$ cat config.mk
export PLATFORM = sky130hd
export DESIGN_NAME = edge_map_packer
export DESIGN_NICKNAME = d
export VERILOG_FILES = /design/src/rtl/edge_map_packer.sv
export SDC_FILE = /design/constraint.sdc
export NUM_CORES = 1
export LEC_CHECK = 0
export CAP_MARGIN = 20
export CORE_UTILIZATION = 67
export CTS_BUF_LIST = sky130_fd_sc_hd__clkbuf_4 sky130_fd_sc_hd__clkbuf_8
export DETAILED_ROUTE_END_ITERATION = 10
export PLACE_DENSITY = 0.88
export RECOVER_POWER = 100
export SETUP_SLACK_MARGIN = 0.3
export SLEW_MARGIN = 20
export SYNTH_ARGS = -nofsm -noshare
export SYNTH_HDL_FRONTEND = slang
export SYNTH_SLANG_ARGS = --single-unit
$ cat constraint.sdc
create_clock -name clk -period 8 [get_ports clk]
set_input_delay 2 -clock clk [delete_from_list [all_inputs] [get_ports clk]]
set_output_delay 2 -clock clk [all_outputs]
set_load 0.03 [all_outputs]
$ cat src/rtl/edge_map_packer.sv
// edge_map_packer: collects the serial inner-pixel edge bit stream, packs it
// LSB-first into WORD_W-bit words and hands them out through a small show-ahead
// FIFO with a valid/ready handshake. The final word of each frame is tagged.
module edge_map_packer #(
    parameter int IMG_DIM    = 20,
    parameter int WORD_W     = 18,
    parameter int FIFO_DEPTH = 4
) (
    input  logic              clk,
    input  logic              reset,
    input  logic              edge_in,
    input  logic              edge_valid,
    output logic [WORD_W-1:0] word_out,
    output logic              word_valid,
    input  logic              word_ready,
    output logic              word_last,
    output logic              frame_done,
    output logic              overflow
);
    localparam int FRAME_BITS = (IMG_DIM - 2) * (IMG_DIM - 2);
    localparam int BIT_W      = $clog2(FRAME_BITS);
    localparam int FILL_W     = $clog2(WORD_W);
    localparam int PTR_W      = $clog2(FIFO_DEPTH);
    localparam int CNT_W      = PTR_W + 1;

    localparam logic [BIT_W-1:0]  BIT_LAST  = BIT_W'(FRAME_BITS - 1);
    localparam logic [FILL_W-1:0] FILL_LAST = FILL_W'(WORD_W - 1);
    localparam logic [CNT_W-1:0]  CNT_FULL  = CNT_W'(FIFO_DEPTH);

    typedef enum logic {
        COLLECT = 1'b0,
        DRAIN   = 1'b1
    } state_t;

    state_t            state_q, state_d;
    logic [BIT_W-1:0]  bit_cnt_q, bit_cnt_d;
    logic [FILL_W-1:0] fill_cnt_q, fill_cnt_d;
    logic [WORD_W-1:0] shift_reg_q, shift_reg_d;
    logic [PTR_W-1:0]  wr_ptr_q, wr_ptr_d;
    logic [PTR_W-1:0]  rd_ptr_q, rd_ptr_d;
    logic [CNT_W-1:0]  count_q, count_d;
    logic              frame_done_q, frame_done_d;
    logic              overflow_q, overflow_d;

    logic [WORD_W-1:0] mem_word_q [FIFO_DEPTH];
    logic              mem_last_q [FIFO_DEPTH];

    logic              accept_bit;
    logic              push_req;
    logic              push_last;
    logic [WORD_W-1:0] push_word;
    logic              fifo_full;
    logic              head_last;
    logic              pop;
    logic              wr_en;
    logic              drop;

    // Show-ahead head of the FIFO; outputs held at 0 while empty.
    always_comb begin
        word_valid = (count_q != '0);
        head_last  = mem_last_q[rd_ptr_q];
        word_out   = word_valid ? mem_word_q[rd_ptr_q] : '0;
        word_last  = word_valid & head_last;
        frame_done = frame_done_q;
        overflow   = overflow_q;
    end

    // Word completion and FIFO write/read decisions. A word that cannot be
    // written (full, no pop this cycle) is dropped but still counts as pushed.
    always_comb begin
        accept_bit            = (state_q == COLLECT) && edge_valid;
        push_last             = accept_bit && (bit_cnt_q == BIT_LAST);
        push_req              = accept_bit &&
                                ((fill_cnt_q == FILL_LAST) || (bit_cnt_q == BIT_LAST));
        push_word             = shift_reg_q;
        push_word[fill_cnt_q] = edge_in;
        fifo_full             = (count_q == CNT_FULL);
        pop                   = word_valid && word_ready;
        wr_en                 = push_req && (!fifo_full || pop);
        drop                  = push_req && !wr_en;
    end

    // Packer FSM next state: COLLECT packs bits, DRAIN waits for the tagged word to leave.
    always_comb begin
        state_d     = state_q;
        bit_cnt_d   = bit_cnt_q;
        fill_cnt_d  = fill_cnt_q;
        shift_reg_d = shift_reg_q;
        case (state_q)
            COLLECT: begin
                if (edge_valid) begin
                    if (push_req) begin
                        shift_reg_d = '0;
                        fill_cnt_d  = '0;
                    end else begin
                        shift_reg_d = push_word;
                        fill_cnt_d  = fill_cnt_q + FILL_W'(1);
                    end
                    if (bit_cnt_q == BIT_LAST) begin
                        bit_cnt_d = '0;
                        // A dropped tail word leaves nothing to wait for.
                        if (wr_en) begin
                            state_d = DRAIN;
                        end
                    end else begin
                        bit_cnt_d = bit_cnt_q + BIT_W'(1);
                    end
                end
            end
            DRAIN: begin
                if (pop && head_last) begin
                    state_d = COLLECT;
                end
            end
            default: state_d = COLLECT;
        endcase
    end

    // FIFO bookkeeping, frame-done pulse and sticky overflow flag.
    always_comb begin
        wr_ptr_d     = wr_ptr_q + PTR_W'(wr_en);
        rd_ptr_d     = rd_ptr_q + PTR_W'(pop);
        count_d      = count_q + CNT_W'(wr_en) - CNT_W'(pop);
        frame_done_d = pop && head_last;
        overflow_d   = overflow_q | drop | ((state_q == DRAIN) && edge_valid);
    end

    // Control and packing state; reset discards any partial word and queued words.
    always_ff @(posedge clk or negedge reset) begin
        if (!reset) begin
            state_q      <= COLLECT;
            bit_cnt_q    <= '0;
            fill_cnt_q   <= '0;
            shift_reg_q  <= '0;
            wr_ptr_q     <= '0;
            rd_ptr_q     <= '0;
            count_q      <= '0;
            frame_done_q <= 1'b0;
            overflow_q   <= 1'b0;
        end else begin
            state_q      <= state_d;
            bit_cnt_q    <= bit_cnt_d;
            fill_cnt_q   <= fill_cnt_d;
            shift_reg_q  <= shift_reg_d;
            wr_ptr_q     <= wr_ptr_d;
            rd_ptr_q     <= rd_ptr_d;
            count_q      <= count_d;
            frame_done_q <= frame_done_d;
            overflow_q   <= overflow_d;
        end
    end

    // FIFO storage; contents are only observed through valid entries.
    always_ff @(posedge clk) begin
        if (wr_en) begin
            mem_word_q[wr_ptr_q] <= push_word;
            mem_last_q[wr_ptr_q] <= push_last;
        end
    end
endmodule

== Word level (Yosys, flattened, before mapping) ==
Memories as Yosys holds them, arrays and structs flattened.
Cells that the tools add are included.

* Flip-flop bits (word level): 42
* RAM bits: 76
* Input port bits: 5
* Logic and storage cells: 54
* Memories kept: 2

* Add/sub/neg operators: 6
* $lt $le $gt $ge: 2
* Equal/unequal tests: 3
* Multiplexer cells: 13
* Bitwise logic cells: 4
* Reductions and logical operators: 15

{| class="wikitable"
|+ Memory list
! name !! depth !! bits a word !! read ports !! clocked after Yosys merged registers in !! write ports !! RTL line !! source
|-
| mem_word_q || 4 || 18 || 1 || 0 || 1 || 45 || <nowiki>logic [WORD_W-1:0] mem_word_q [FIFO_DEPTH];</nowiki>
|-
| mem_last_q || 4 || 1 || 1 || 0 || 1 || 46 || <nowiki>logic mem_last_q [FIFO_DEPTH];</nowiki>
|}

{| class="wikitable"
|+ Operator list
! cell !! count
|-
| $mux W18 || 2
|-
| $bwmux W18 || 1
|-
| $add A9 B1 Y9 const B || 1
|-
| $eq A9 B9 Y1 const B || 1
|-
| $logic_and A1 B1 Y1 || 9
|-
| $mux W9 || 1
|-
| $lt A5 B6 Y1 const B || 1
|-
| $mux W1 || 6
|-
| $add A5 B1 Y5 const B || 1
|-
| $demux W1 S5 || 1
|-
| $eq A5 B5 Y1 const B || 1
|-
| $ge A5 B1 Y1 const B || 1
|-
| $mux W5 || 1
|-
| $add A2 B1 Y2 || 2
|-
| $add A3 B1 Y3 || 1
|-
| $eq A3 B3 Y1 const B || 1
|-
| $reduce_bool A3 Y1 || 1
|-
| $sub A3 B1 Y3 || 1
|-
| $logic_not A1 Y1 || 2
|-
| $logic_or A1 B1 Y1 || 2
|-
| $or A1 B1 Y1 || 2
|-
| $pmux W1 S2 || 1
|-
| $reduce_and A2 Y1 || 1
|-
| $and A1 B1 Y1 || 1
|-
| $not A1 Y1 || 1
|}

== Longest topological paths before layout ==
Gate-level depths: netlist of the first run.

* Depth after elaboration: 8
* Mapped depth: 11

== Worst setup path after synthesis of the first run ==
No wires, ideal clock.

* Path kind: input to register
* Start point: input edge_valid
* End point: register count_q[2]
* Library setup time: 0.123 ns
* Arrival time: 3.630 ns
* Path slack: 4.247 ns
* Stages on the path: 10
* Buffers on the path: 1
* Path through: nand2b_1 clkbuf_1 a211oi_2 inv_1 ha_1 inv_1 ha_1 fa_1 xnor2_1 xnor2_1

* Word-level cells in the longest chain between the ends: 5

{| class="wikitable"
|+ RTL lines
! item !! RTL line !! source
|-
| from (decl) || 12 || <nowiki>input logic edge_valid,</nowiki>
|-
| $logic_and A1 B1 Y1 || 71 || <nowiki>accept_bit = (state_q == COLLECT) && edge_valid;</nowiki>
|-
| $logic_and A1 B1 Y1 || 73 || <nowiki>push_req = accept_bit &&</nowiki>
|-
| $logic_and A1 B1 Y1 || 79 || <nowiki>wr_en = push_req && (!fifo_full || pop);</nowiki>
|-
| $add A3 B1 Y3 || 123 || <nowiki>count_d = count_q + CNT_W'(wr_en) - CNT_W'(pop);</nowiki>
|-
| $sub A3 B1 Y3 || 123 ||
|-
| named net count_d[2] || 41 || <nowiki>logic [CNT_W-1:0] count_q, count_d;</nowiki>
|-
| to (signal assigned) || 147 || <nowiki>count_q <= count_d;</nowiki>
|-
| to (decl) || 41 ||
|}

The timed path passes the listed nets, and every way through them passes these cells.
A chain may end at the register's enable or synchronous reset.

== Final worst setup path of the first run ==
* Start point: input edge_valid
* End point: memory mem_word_q[0][5], enable pin

* Word-level cells in the longest chain between the ends: 5

{| class="wikitable"
|+ RTL lines
! item !! RTL line !! source
|-
| $logic_and A1 B1 Y1 || 71 ||
|-
| $logic_and A1 B1 Y1 || 73 ||
|-
| $logic_and A1 B1 Y1 || 79 ||
|-
| $mux W1 || 155 || <nowiki>if (wr_en) begin</nowiki>
|-
| $mux W1 (not written as such) || 156 || <nowiki>mem_word_q[wr_ptr_q] <= push_word;</nowiki>
|-
| to (decl) || 45 ||
|}

No other way between the ends.

==> results.json, run 1 <==
{
  "outcome": "finished with violations",
  "violations": "capacitance limit, slew limit",
  "worstSkewPairLatency_ns": 0.43,
  "post_cts_buffers": 0,
  "final.fill_count": 425,
  "p_per_area_nw_per_um2": 363,
  "fp.dieArea_um2": 7900,
  "max-cap-violations": 2,
  "antennaDiodeCount": 0,
  "swShare_pct": 35.2,
  "path_class": "input port to register",
  "end_kind": "register",
  "syn_to_final_growth_pct": 13.6,
  "synthDistinctLibCells": 41,
  "power.leakage_nw": 2.14,
  "gr-total-overflow": 0,
  "cts_tree": "done",
  "rows": 31,
  "post_cts_resized": 0,
  "hold_viol_final": 0,
  "clockPowerShare_pct": 23.9,
  "hpwl_um": 5550,
  "vias": 2861,
  "finalSetupViolations": 0,
  "die_w_um": 88.9,
  "cts_hold_buffers": 0,
  "synth_xor_area_share_pct": 2.43,
  "routed_via_density": 6.26,
  "clockRootBuffer": "clkbuf_8",
  "final_common_cell": "edfxtp_1",
  "layout-drive-gt1-share_pct": 16.2,
  "fin_tns_setup_ns": 0,
  "ios": 27,
  "drt_pass1_iterations": 5,
  "drt-initial-drc-count": 285,
  "antenna_found_initial": 0,
  "final_net_count": 360,
  "ys.flop_type": "edfxtp_1",
  "ys_warn_count": 0,
  "cp_data_required_time_ns": 8.04,
  "synth_edf_count": 76,
  "fp.dieH_um": 88.9,
  "io_buffers": 26,
  "finalCriticalPeriod_ns": 5.02,
  "avgSynthCellArea_um2": 16.2,
  "worst_ep_arrival_time_ns": 5.06,
  "syn_area_um2": 5060,
  "switchingPower_mw": 0.734,
  "comb_power_share_pct": 34.0,
  "fin_crit_sh_pct": 62.8,
  "placed_cells_incl_taps": 425,
  "grt_first_pass_wirelength_um": 14400,
  "hold_path.class": "register to register",
  "synthArstFlopShare_pct": 35.6,
  "grt_usage_pct": 26.6,
  "syn_nets": 327,
  "core_um2": 7290,
  "slew_headroom_pct": -48.6,
  "synthMuxAreaShare_pct": 12.2,
  "synth-seq-cells": 118,
  "cts_max_level": 4,
  "critPathMaxFanout": 26,
  "synth-seq-area-share_pct": 65.9,
  "grt_pass1_vias": 2899,
  "synth_top_family_by_area": "multiplexers",
  "finalNonFillerCells": 457,
  "grt_max_degree": 43,
  "cts_max_path_buffers": 2,
  "synth_compound_area_share_pct": 5.05,
  "routed_wl_um": 9200,
  "drv_slew": 63,
  "synthCells": 312,
  "internal_power_mw": 1.35,
  "worst_setup_path_start_kind": "input port",
  "clock_skew_ns": 0.0111,
  "cts_buffers": 17,
  "peakVddDrop_mv": 0.230,
  "synth-simple-area-share_pct": 9.90,
  "clk_pin_slew_ns": 0.06,
  "place.gp.congestion": 0.756,
  "max_freq_mhz": 199,
  "worstMarginPinSlew_ns": 2.23,
  "power_frac_seq_pct": 42.0,
  "start_util_pct": 69.3,
  "synthAdderAreaFrac_pct": 2.62,
  "drtAntennaViolNets": 0,
  "min_path_cells": 1,
  "drc": 0,
  "rsz0062_at_grt": "no",
  "final_cell_mix": "edfxtp_1 (76), dfrtp_1 (42), dlygate4sd3_1 (25)",
  "worst-r2r-cell-count": 5,
  "wl_per_cell_um": 20.1,
  "clkSinkCount": 118
}
## per-layer routing
layer | vias up | global-route usage, % | wire length, µm
li1 | 1264 | - | -
met1 | 1481 | 33.5 | 3690
met2 | 90 | 42.9 | 4840
met3 | 26 | 7.93 | 441
met4 | 0 | 12.3 | 230
met5 | - | 0 | 0
## Yosys cell counts, types with 2 or more instances
master     n  area (µm²)
inv_1      7        26.3
nor3_1     2        10.0
o21ai_0    2        10.0
nor2_1     9        33.8
mux4_2    19         428
nand2_1   24        90.1
nor3b_2    4        50.1
nand3_1    7        35.0
buf_2      5        25.0
a21oi_1    2        10.0
nor2b_1    3        18.8
mux2_2    16         180
xnor2_1    6        52.6
edfxtp_1  76        2280
a32o_1    18         180
nand4_1    2        12.5
and2_1    20         125
dfrtp_1   42        1050
clkbuf_1   8        30.0
and3b_1    2        17.5
ha_1       9         113
and3_1     3        18.8
xor2_1     8        70.1
## final timing paths
path | startpoint | to | slack [ns]
worst max-delay path | edge_valid | mem_word_q[0][5] | 2.98
worst min-delay path | overflow | overflow | 0.48
worst max register to register | bit_cnt_q[3] | mem_word_q[0][5] | 4.56
worst min register to register | overflow | overflow | 0.48
max in group asynchronous | reset | overflow | 4.49
min in group asynchronous | reset | bit_cnt_q[5] | 2.23
## power groups by stage
stage | sequential [mW] | clock (mW) | combinational, mW
final | 0.876 | 0.499 | 0.709
after global routing | 0.888 | 0.529 | 0.774
after CTS | 0.876 | 0.504 | 0.752
after detailed placement | 0.887 | 0 | 0.746
after global placement | 0.880 | 0 | 0.715
after floorplan | 0.843 | 0 | 0.550
## stage by stage
stage	util (%)	worst slack [ns]	instance area [µm²]	power [mW]	hold WS [ns]
after floorplan	-	4.25	5060	1.39	0.457
after global placement	73.9	3.56	5390	1.60	0.467
after detailed placement	73.9	3.46	5390	1.63	0.469
after CTS	79.1	3.30	5770	2.13	0.489
after global routing	78.8	2.73	5740	2.19	0.509
final	78.8	2.98	5740	2.08	0.477
## sequential cells by signal, summed over array words and instances (netlist names)
name	flops
bit_cnt_q	9
count_q	3
fill_cnt_q	5
frame_done	1
mem_last_q	4
mem_word_q	72
overflow	1
rd_ptr_q	2
shift_reg_q	18
state_q	1
wr_ptr_q	2
## worst max-delay path: stages
cell           delay (ns)
dlygate4sd3_1        0.62
nand2b_1             0.07
clkbuf_1             0.50
a211oi_1             0.64
nor3b_1              0.25
clkbuf_1             0.98
## logic make-up (layout without fill, tap and decap cells)
group | count (synthesis) | after routing
AND/OR/NAND/NOR | 84 | 84
buffers and inverters | 22 | 68
multiplexers | 36 | 36
XOR/XNOR | 14 | 14
adder cells (fa/ha/maj) | 10 | 10
flip-flops | 118 | 118
AO/OA/AOI/OAI | 28 | 28
## area by class of cell
cell class	count	area, µm²	area share, %
tap	99	124	2.16
clock inverter	14	128	2.22
timing repair buffer	29	269	4.68
sequential	118	3330	58.0
inverter	7	26.3	0.457
multi-input combinational	172	1620	28.1
clock buffer	18	248	4.31
(Power assumes the default switching activity.)
==> run 2: changes to the inputs <==
--- a/config.mk
+++ b/config.mk
@@ -6,10 +6,10 @@
 export NUM_CORES = 1
 export LEC_CHECK = 0
 export CAP_MARGIN = 20
-export CORE_UTILIZATION = 67
+export CORE_UTILIZATION = 62
 export CTS_BUF_LIST = sky130_fd_sc_hd__clkbuf_4 sky130_fd_sc_hd__clkbuf_8
 export DETAILED_ROUTE_END_ITERATION = 10
-export PLACE_DENSITY = 0.88
+export PLACE_DENSITY = 0.82
 export RECOVER_POWER = 100
 export SETUP_SLACK_MARGIN = 0.3
 export SLEW_MARGIN = 20
==> constraint.sdc (replaced) <==
create_clock -name clk -period 4.9 [get_ports clk]
set_input_delay 1.225 -clock clk [delete_from_list [all_inputs] [get_ports clk]]
set_output_delay 1.225 -clock clk [all_outputs]
set_load 0.03 [all_outputs]
==> run 2 against run 1 <==
The flow still finishes with violations (capacitance limit, slew limit). Cell area decreased by 0.44%. Sequential power increased by 64%. Setup slack got worse by 2.4 ns. Hold slack improved by 0.0043 ns. Via count decreased by 2.5%. Critical path depth unchanged. Sequential cell count unchanged. Die area increased by 7.9%. First-iteration DRC count decreased by 31%. Sequential share of layout area increased by 0.25 points. Register-to-register slack got worse by 3.1 ns. Critical endpoint is now mem_word_q[0][14].
==> results.json, run 2 (synthesis results as in run 1) <==
{
  "outcome": "finished with violations",
  "violations": "capacitance limit, slew limit",
  "drc": 0,
  "cts_max_path_buffers": 2,
  "start_util_pct": 64.8,
  "finalCriticalPeriod_ns": 4.27,
  "finalNonFillerCells": 460,
  "core_um2": 7810,
  "post_cts_resized": 0,
  "routed_via_density": 6.07,
  "grt_usage_pct": 24.3,
  "antenna_found_initial": 0,
  "internal_power_mw": 2.15,
  "top_regs": "mem_word_q (72), shift_reg_q (18), bit_cnt_q (9)",
  "final_net_count": 360,
  "ios": 27,
  "cts_max_level": 4,
  "cp_cell_sequence": "dlygate4sd3_1 > nand2b_1 > clkbuf_1 > a211oi_1 > nor3b_1 > clkbuf_1",
  "antennaDiodeCount": 0,
  "fin_area_um2": 5720,
  "cp_common_cell": "clkbuf_1",
  "io_buffers": 26,
  "cts_tree": "done",
  "clock_skew_ns": 0.00889,
  "critPathMaxFanout": 26,
  "gr-total-overflow": 0,
  "grt_first_pass_wirelength_um": 14900,
  "max_freq_mhz": 234,
  "power_frac_seq_pct": 43.4,
  "rsz0062_at_grt": "no",
  "grt_max_degree": 43,
  "min_path_cells": 1,
  "clockRootBuffer": "clkbuf_8",
  "critPathSlowestCell": "clkbuf_1",
  "fp.dieH_um": 92.3,
  "end_kind": "register",
  "clockPowerShare_pct": 22.5,
  "drtAntennaViolNets": 0,
  "worstMarginPinSlew_ns": 2.32,
  "cts_buffers": 17,
  "swShare_pct": 35.5,
  "routed_wl_um": 9070,
  "worstSkewPairLatency_ns": 0.43,
  "placed_area_um2": 5400,
  "clk_pin_slew_ns": 0.07,
  "hpwl_um": 5760,
  "path_class": "input port to register",
  "syn_to_final_growth_pct": 13.1,
  "cts_hold_buffers": 0,
  "post_cts_buffers": 0,
  "grt_pass1_vias": 2936,
  "worst_setup_path_start_kind": "input port",
  "power.leakage_nw": 2.13,
  "worst-r2r-cell-count": 5,
  "fin_crit_sh_pct": 87.2,
  "die_w_um": 92.3,
  "hold_viol_final": 0,
  "peakVddDrop_mv": 0.333,
  "drt-initial-drc-count": 196,
  "rows": 32,
  "place.gp.congestion": 0.726,
  "regMostFlops": "mem_word_q",
  "hold_path.class": "register to register",
  "final_cell_mix": "edfxtp_1 (76), dfrtp_1 (42), dlygate4sd3_1 (25)",
  "fin_tns_setup_ns": 0,
  "vias": 2790,
  "slew_headroom_pct": -54.5,
  "clkSinkCount": 118,
  "crit_family": "buffers and inverters",
  "largest_reg_flops": 72,
  "drv_slew": 63,
  "finalSetupViolations": 0,
  "final_common_cell": "edfxtp_1",
  "drt_pass1_iterations": 5,
  "cp_data_required_time_ns": 4.93,
  "crit_path_max_incr_delay_ns": 0.99,
  "switchingPower_mw": 1.18,
  "comb_power_share_pct": 34.1,
  "layout-drive-gt1-share_pct": 15.9,
  "wl_per_cell_um": 19.7,
  "placed_cells_incl_taps": 428,
  "cp.depth": 6,
  "max-cap-violations": 2,
  "crit_buf_inv": 3,
  "p_per_area_nw_per_um2": 582,
  "worst_ep_arrival_time_ns": 4.31,
  "fp.dieArea_um2": 8520
}
-- run 2: final cells by class --
class	instances	area (µm²)
Clock buffer	18	241
Fill cell	525	2090
Tap cell	102	128
Inverter	7	26.3
Sequential cell	118	3330
Timing Repair Buffer	29	269
Multi-Input combinational cell	172	1620
Clock inverter	14	105
-- run 2: path summary, 6_finish.rpt --
| kind | start | to | slack, ns |
|---|---|---|---|
| min in group asynchronous | reset | rd_ptr_q[1] | 1.49 |
| max in group asynchronous | reset | shift_reg_q[10] | 2.08 |
| worst min register to register | overflow | overflow | 0.48 |
| worst min-delay path | overflow | overflow | 0.48 |
| worst max register to register | bit_cnt_q[3] | mem_word_q[0][14] | 1.42 |
| worst max-delay path | edge_valid | mem_word_q[0][14] | 0.63 |
-- run 2: per-stage QoR --
stage          utilization (%)  hold slack (ns)  worst slack [ns]  power [mW]
5_1_grt                   73.3            0.490             0.427        3.50
6_report                  73.3            0.481             0.628        3.33
3_5_place_dp              69.1            0.466              1.14        2.67
3_3_place_gp              69.1            0.460              1.21        2.62
2_1_floorplan                -            0.457              1.92        2.27
4_1_cts                   73.5            0.487             0.865        3.42
-- run 2: power groups by stage --
stage	Combinational (mW)	Sequential [mW]	Clock (mW)
after CTS	1.21	1.45	0.762
after detailed placement	1.20	1.47	0
after global routing	1.22	1.47	0.810
after global placement	1.17	1.45	0
final	1.14	1.44	0.749
after floorplan	0.898	1.38	0
-- run 2: per-layer routing --
layer / share of wire [%] / GRT usage [%] / routed length [µm] / vias to the layer above
li1: - / - / - / 1267
met1: 41 / 30.5 / 3760 / 1436
met2: 52 / 39.5 / 4690 / 65
met3: 4.0 / 7.39 / 359 / 22
met4: 2.8 / 10.2 / 255 / 0
met5: 0 / 0 / 0 / -
==> run 3: changes to the inputs <==
--- a/config.mk
+++ b/config.mk
@@ -9,10 +9,11 @@
 export CORE_UTILIZATION = 62
 export CTS_BUF_LIST = sky130_fd_sc_hd__clkbuf_4 sky130_fd_sc_hd__clkbuf_8
 export DETAILED_ROUTE_END_ITERATION = 10
-export PLACE_DENSITY = 0.82
+export PLACE_DENSITY = 0.81
 export RECOVER_POWER = 100
 export SETUP_SLACK_MARGIN = 0.3
 export SLEW_MARGIN = 20
 export SYNTH_ARGS = -nofsm -noshare
 export SYNTH_HDL_FRONTEND = slang
 export SYNTH_SLANG_ARGS = --single-unit
+export TNS_END_PERCENT = 5
==> constraint.sdc (replaced) <==
create_clock -name clk -period 4.4 [get_ports clk]
set_input_delay 1.1 -clock clk [delete_from_list [all_inputs] [get_ports clk]]
set_output_delay 1.1 -clock clk [all_outputs]
set_load 0.03 [all_outputs]
==> run 3 against run 2 <==
The run still ends with capacitance limit, slew limit left. Cell count grew 0.43%. Clock power grew 30%. Hold slack lost 0.010 ns. Highest routed layer unchanged. Critical path type unchanged.
==> results.json, run 3 (synthesis results as in run 1) <==
{
  "outcome": "finished with violations",
  "violations": "capacitance limit, slew limit",
  "grt_use_met2_pct": 40.7,
  "grt_first_pass_wirelength_um": 14600,
  "cts_tree": "done",
  "hold_viol_final": 0,
  "power.leakage_nw": 2.17,
  "end_kind": "register",
  "hpwl_um": 5430,
  "worstMarginPinSlew_ns": 2.24,
  "worstSkewPairLatency_ns": 0.41,
  "rows": 32,
  "gr-usage-met3_pct": 5.91,
  "pre_cts_ws_ns": 0.845,
  "cts_hold_buffers": 0,
  "largest_reg_flops": 72,
  "cts_max_level": 4,
  "max_freq_mhz": 265,
  "met1_usage_pct": 29.2,
  "final_common_cell": "edfxtp_1",
  "hold_ws_ns": 0.471,
  "worst-r2r-cell-count": 5,
  "grt_max_degree": 43,
  "gr-total-overflow": 0,
  "cp_data_required_time_ns": 4.74,
  "post_cts_resized": 0,
  "start_util_pct": 64.8,
  "hp-start": "overflow",
  "r2r_end": "mem_word_q[0][14]",
  "top_regs": "mem_word_q (72), shift_reg_q (18), bit_cnt_q (9)",
  "vias": 2774,
  "final_cell_mix": "edfxtp_1 (76), dfrtp_1 (42), dlygate4sd3_1 (25)",
  "path_class": "input port to register",
  "r2r_start": "bit_cnt_q[3]",
  "antenna_found_initial": 0,
  "core_um2": 7810,
  "layout-drive-gt1-share_pct": 16.4,
  "clock_skew_ns": 0.00780,
  "antennaDiodeCount": 0,
  "fp.dieH_um": 92.3,
  "power_mw": 3.85,
  "cts_buffers": 17,
  "die_w_um": 92.3,
  "clockPowerShare_pct": 25.3,
  "comb_power_share_pct": 34.4,
  "routed_wl_um": 8900,
  "place.gp.congestion": 0.778,
  "hold_end": "overflow",
  "finalSetupViolations": 0,
  "fin_tns_setup_ns": 0,
  "slew_headroom_pct": -49.5,
  "swShare_pct": 33.2,
  "wl_per_cell_um": 19.3,
  "peakVddDrop_mv": 0.362,
  "setup_slack_ns": 0.621,
  "syn_to_final_growth_pct": 14.6,
  "max-cap-violations": 2,
  "regMostFlops": "mem_word_q",
  "r2r_slack_ns": 0.92,
  "hold_path.class": "register to register",
  "power_frac_seq_pct": 40.3,
  "final_net_count": 362,
  "clkSinkCount": 118,
  "final.fill_count": 485,
  "drtAntennaViolNets": 0,
  "io_buffers": 26,
  "worst_ep_arrival_time_ns": 4.12,
  "internal_power_mw": 2.57,
  "cts_max_path_buffers": 2,
  "fp.dieArea_um2": 8520,
  "p_per_area_nw_per_um2": 665,
  "min_path_cells": 1,
  "drc": 0,
  "drt_pass1_iterations": 5,
  "grt_usage_pct": 23.8,
  "critPathMaxFanout": 25,
  "ios": 27,
  "routed_via_density": 6.00,
  "rsz0062_at_grt": "no",
  "clockRootBuffer": "clkbuf_8",
  "drt-initial-drc-count": 196,
  "worst_setup_path_start_kind": "input port",
  "switchingPower_mw": 1.28,
  "fin_crit_sh_pct": 85.9,
  "drv_slew": 63,
  "grt_busiest_layer": "met2",
  "clk_pin_slew_ns": 0.07,
  "post_cts_buffers": 0,
  "grt_pass1_vias": 2893,
  "finalCriticalPeriod_ns": 3.78
}
-- run 3: cell types whose count changed in the layout (fill, tap and decap cells not counted) --
cell        before  now
inv_6            2    0
buf_4            1    3
clkbuf_4         1    2
clkinvlp_4       4    3
clkinv_2         2    3
bufinv_16        0    3
clkinv_4         5    3
-- run 3: power groups by stage --
stage | Sequential [mW] | Clock, mW | Combinational, mW
after floorplan | 1.53 | 0 | 1.00
after global placement | 1.56 | 0 | 1.36
after detailed placement | 1.57 | 0 | 1.40
after CTS | 1.55 | 0.991 | 1.41
after global routing | 1.57 | 1.04 | 1.43
final | 1.55 | 0.976 | 1.32
-- run 3: metal layers --
layer  part of all wire, %  vias up
li1                      -     1264
met1                    42     1424
met2                    53       80
met3                   4.5        6
met4                  0.69        0
met5                     0        -
-- run 3: per-stage QoR --
step	utilization, %	instance area (µm²)	instances
2_1_floorplan	-	5060	312
3_3_place_gp	69.3	5410	430
3_5_place_dp	69.3	5410	430
4_1_cts	74.5	5820	462
5_1_grt	74.2	5790	462
6_report	74.2	5790	462
-- run 3: area by class of cell --
cell class,instances,area (µm²),share of cell area [%]
clock buffers,19,249,4.30
repair buffers,31,284,4.90
clock inverters,13,158,2.72
multi-input cells,172,1620,27.9
inverters,7,26.3,0.453
flip-flops and latches,118,3330,57.5
well taps,102,128,2.20
-- run 3: worst max path at each step --
| stage | from | to | slack [ns] | depth (start not counted) |
|---|---|---|---|---|
| global placement | word_ready | count_q[2] | 0.94 | 10 |
| detailed placement | word_ready | count_q[2] | 0.84 | 10 |
| global route | edge_valid | shift_reg_q[1] | 0.54 | 5 |
| CTS | count_q[1] | word_out[13] | 0.87 | 3 |
| finish | edge_valid | shift_reg_q[1] | 0.62 | 5 |
| floorplan | edge_valid | count_q[2] | 1.55 | 10 |
-- run 3: worst max-delay path: stages --
cell and delay [ns]:
dlygate4sd3_1 0.62, nand2b_1 0.10, clkbuf_1 0.50, a21oi_1 1.45
a32o_1 0.33
==> patch: new RTL, flow settings as in run 2 <==
The parameter `IMG_DIM` goes from 20 to 30.
--- a/src/rtl/edge_map_packer.sv
+++ b/src/rtl/edge_map_packer.sv
@@ -3,5 +3,5 @@
 // FIFO with a valid/ready handshake. The final word of each frame is tagged.
 module edge_map_packer #(
-    parameter int IMG_DIM    = 20,
+    parameter int IMG_DIM    = 30,
     parameter int WORD_W     = 18,
     parameter int FIFO_DEPTH = 4
Behaviour: no difference found for any inputs over 10 cycles, from zero or initial values and one cycle with reset low; that may be too few to reach the edited logic, so the function may still have changed.
==> patch against run 2 <==
  * The flow still finishes with violations (capacitance limit, slew limit)
  * Area after synthesis grew 1.7%
  * Worst setup slack gained 0.37 ns
  * First-iteration DRC count grew 19%
  * Highest routed layer unchanged
  * Clock skew increased by 0.0015 ns
  * Die area up 1.6%
  * Power rose by 4.9%
  * Synthesized cell count up 3.2%
  * Hold slack lost 0.015 ns
  * Critical endpoint is now word_out[16]
  * Sequential cell count increased by 1
  * Design area up 2.6%
  * Clock power increased by 20%
  * Routed wire length rose by 3.5%
==> patch: results (changes against run 2) <==
outcome: "complete, but fails checks"
violated_checks: "capacitance limit, slew limit"
finClkSkew_ns: 0.0104  # +0.00151 ns
clkLatencyLatePin_ns: 0.42
critical_path.startpoint: "rd_ptr_q[1]"
maxCapViolCount: 1  # -1
drv_slew: 44  # -30%
post_synth_num_cell_types: 42  # +2.4%
switching_power_mw: 1.19  # +0.72%
placement.cell_area_sq_mm: 0.00549  # +1.8%
power.ir.vdd_worst_v: 0.000328  # -1.7%
async_flop_share_pct: 36.1  # +0.54 points
via_count: 2917  # +4.6%
dr.pass1.iters: 4  # -1
netlist_top_cells_count: "76 x edfxtp_1, 43 x dfrtp_1, 31 x nand2_1"
detailroute.wirelength.met3_microns: 447  # +25%
slowest_stage_cell_crit_path: "dfrtp_1"
detailedPlacementHpwl_microns: 6070  # +5.4%
grt_max_degree: 44  # +2.3%
grtUsageTotal_pct: 24.0  # -0.30 points
reg2reg_depth: 7  # +2
timing_worst_slew_pin_value_ns: 2.24  # -0.0788 ns
grtUsageMet2_pct: 39.3  # -0.17 points
grt_pass1_vias: 2957  # +0.72%
final.fill_count: 468  # -11%
grt_first_pass_wirelength_microns: 14900  # -0.23%
reg2reg_from: "fill_cnt_q[1]"
synth_seq_area_share_pct: 65.3  # -0.60 points
proportion_of_layout_cells_with_a_drive_suffix_above_1_pct: 15.9  # -0.019 points
globalRouteMet1Util_pct: 30.9  # +0.38 points
hold_slack_ns: 0.466  # -0.0154 ns
ant_nets: 0  # unchanged
powerComb_mw: 1.15
met3_usage_pct: 5.12  # -2.3 points
numCtsBuffers: 17  # unchanged
critical_path.top_delay_family: "flip-flops"
place.gp.congestion: 0.749  # +3.2%
cellLeakagePower_nw: 2.21  # +3.8%
cp_data_arrival_time_ns: 2.68  # -1.63 ns
post_synth_main_area_contributors: "edfxtp_1 44%, dfrtp_1 21%, mux4_2 8.3%, a32o_1 3.5%, and2_1 2.6%"
r2r-end: "mem_word_q[2][12]"
met1_length_microns: 3940  # +4.8%
timing.critical_path.slowest_cell_delay_ns: 0.94  # -0.05 ns
cts-root-buf: "clkbuf_8"
reg_top3: "mem_word_q x72, shift_reg_q x18, bit_cnt_q x10"
drt-initial-drc-count: 234  # +19%
wire_length_reported_by_the_detailed_router_microns: 9380  # +3.5%
path_max_fanout: 20  # -23%
sequentialPowerShare_pct: 41.4  # -2.0 points
[patch: cell families (layout without fill, tap and decap cells)]
group	Yosys count	after routing	share of synthesized area, %
AOI/OAI and AO/OA	27	27	4.96
xor gates and xnor gates	14	14	2.39
muxes	37	37	12.3
DFF	119	119	65.3
adders and majority gates	9	9	2.34
buffers and inverters	20	69	1.85
and+or+nand+nor	96	96	10.9
[patch: area by class of cell]
type,count,share of cell area [%]
Clock buffer,17,3.99
Multi-Input combinational cell,183,28.5
Timing Repair Buffer,32,4.78
Tap cell,102,2.18
Clock inverter,15,3.03
Inverter,5,0.320
Sequential cell,119,57.2
[patch: per-stage QoR]
step | instances | total power, mW | util [%] | setup slack (ns)
floorplan | 322 | 2.28 | - | 2.00
global placement | 441 | 2.63 | 69.6 | 1.38
detailed placement | 441 | 2.68 | 69.6 | 1.28
CTS | 473 | 3.57 | 74.9 | 1.03
global route | 473 | 3.65 | 74.4 | 0.882
finish | 473 | 3.49 | 74.4 | 0.997
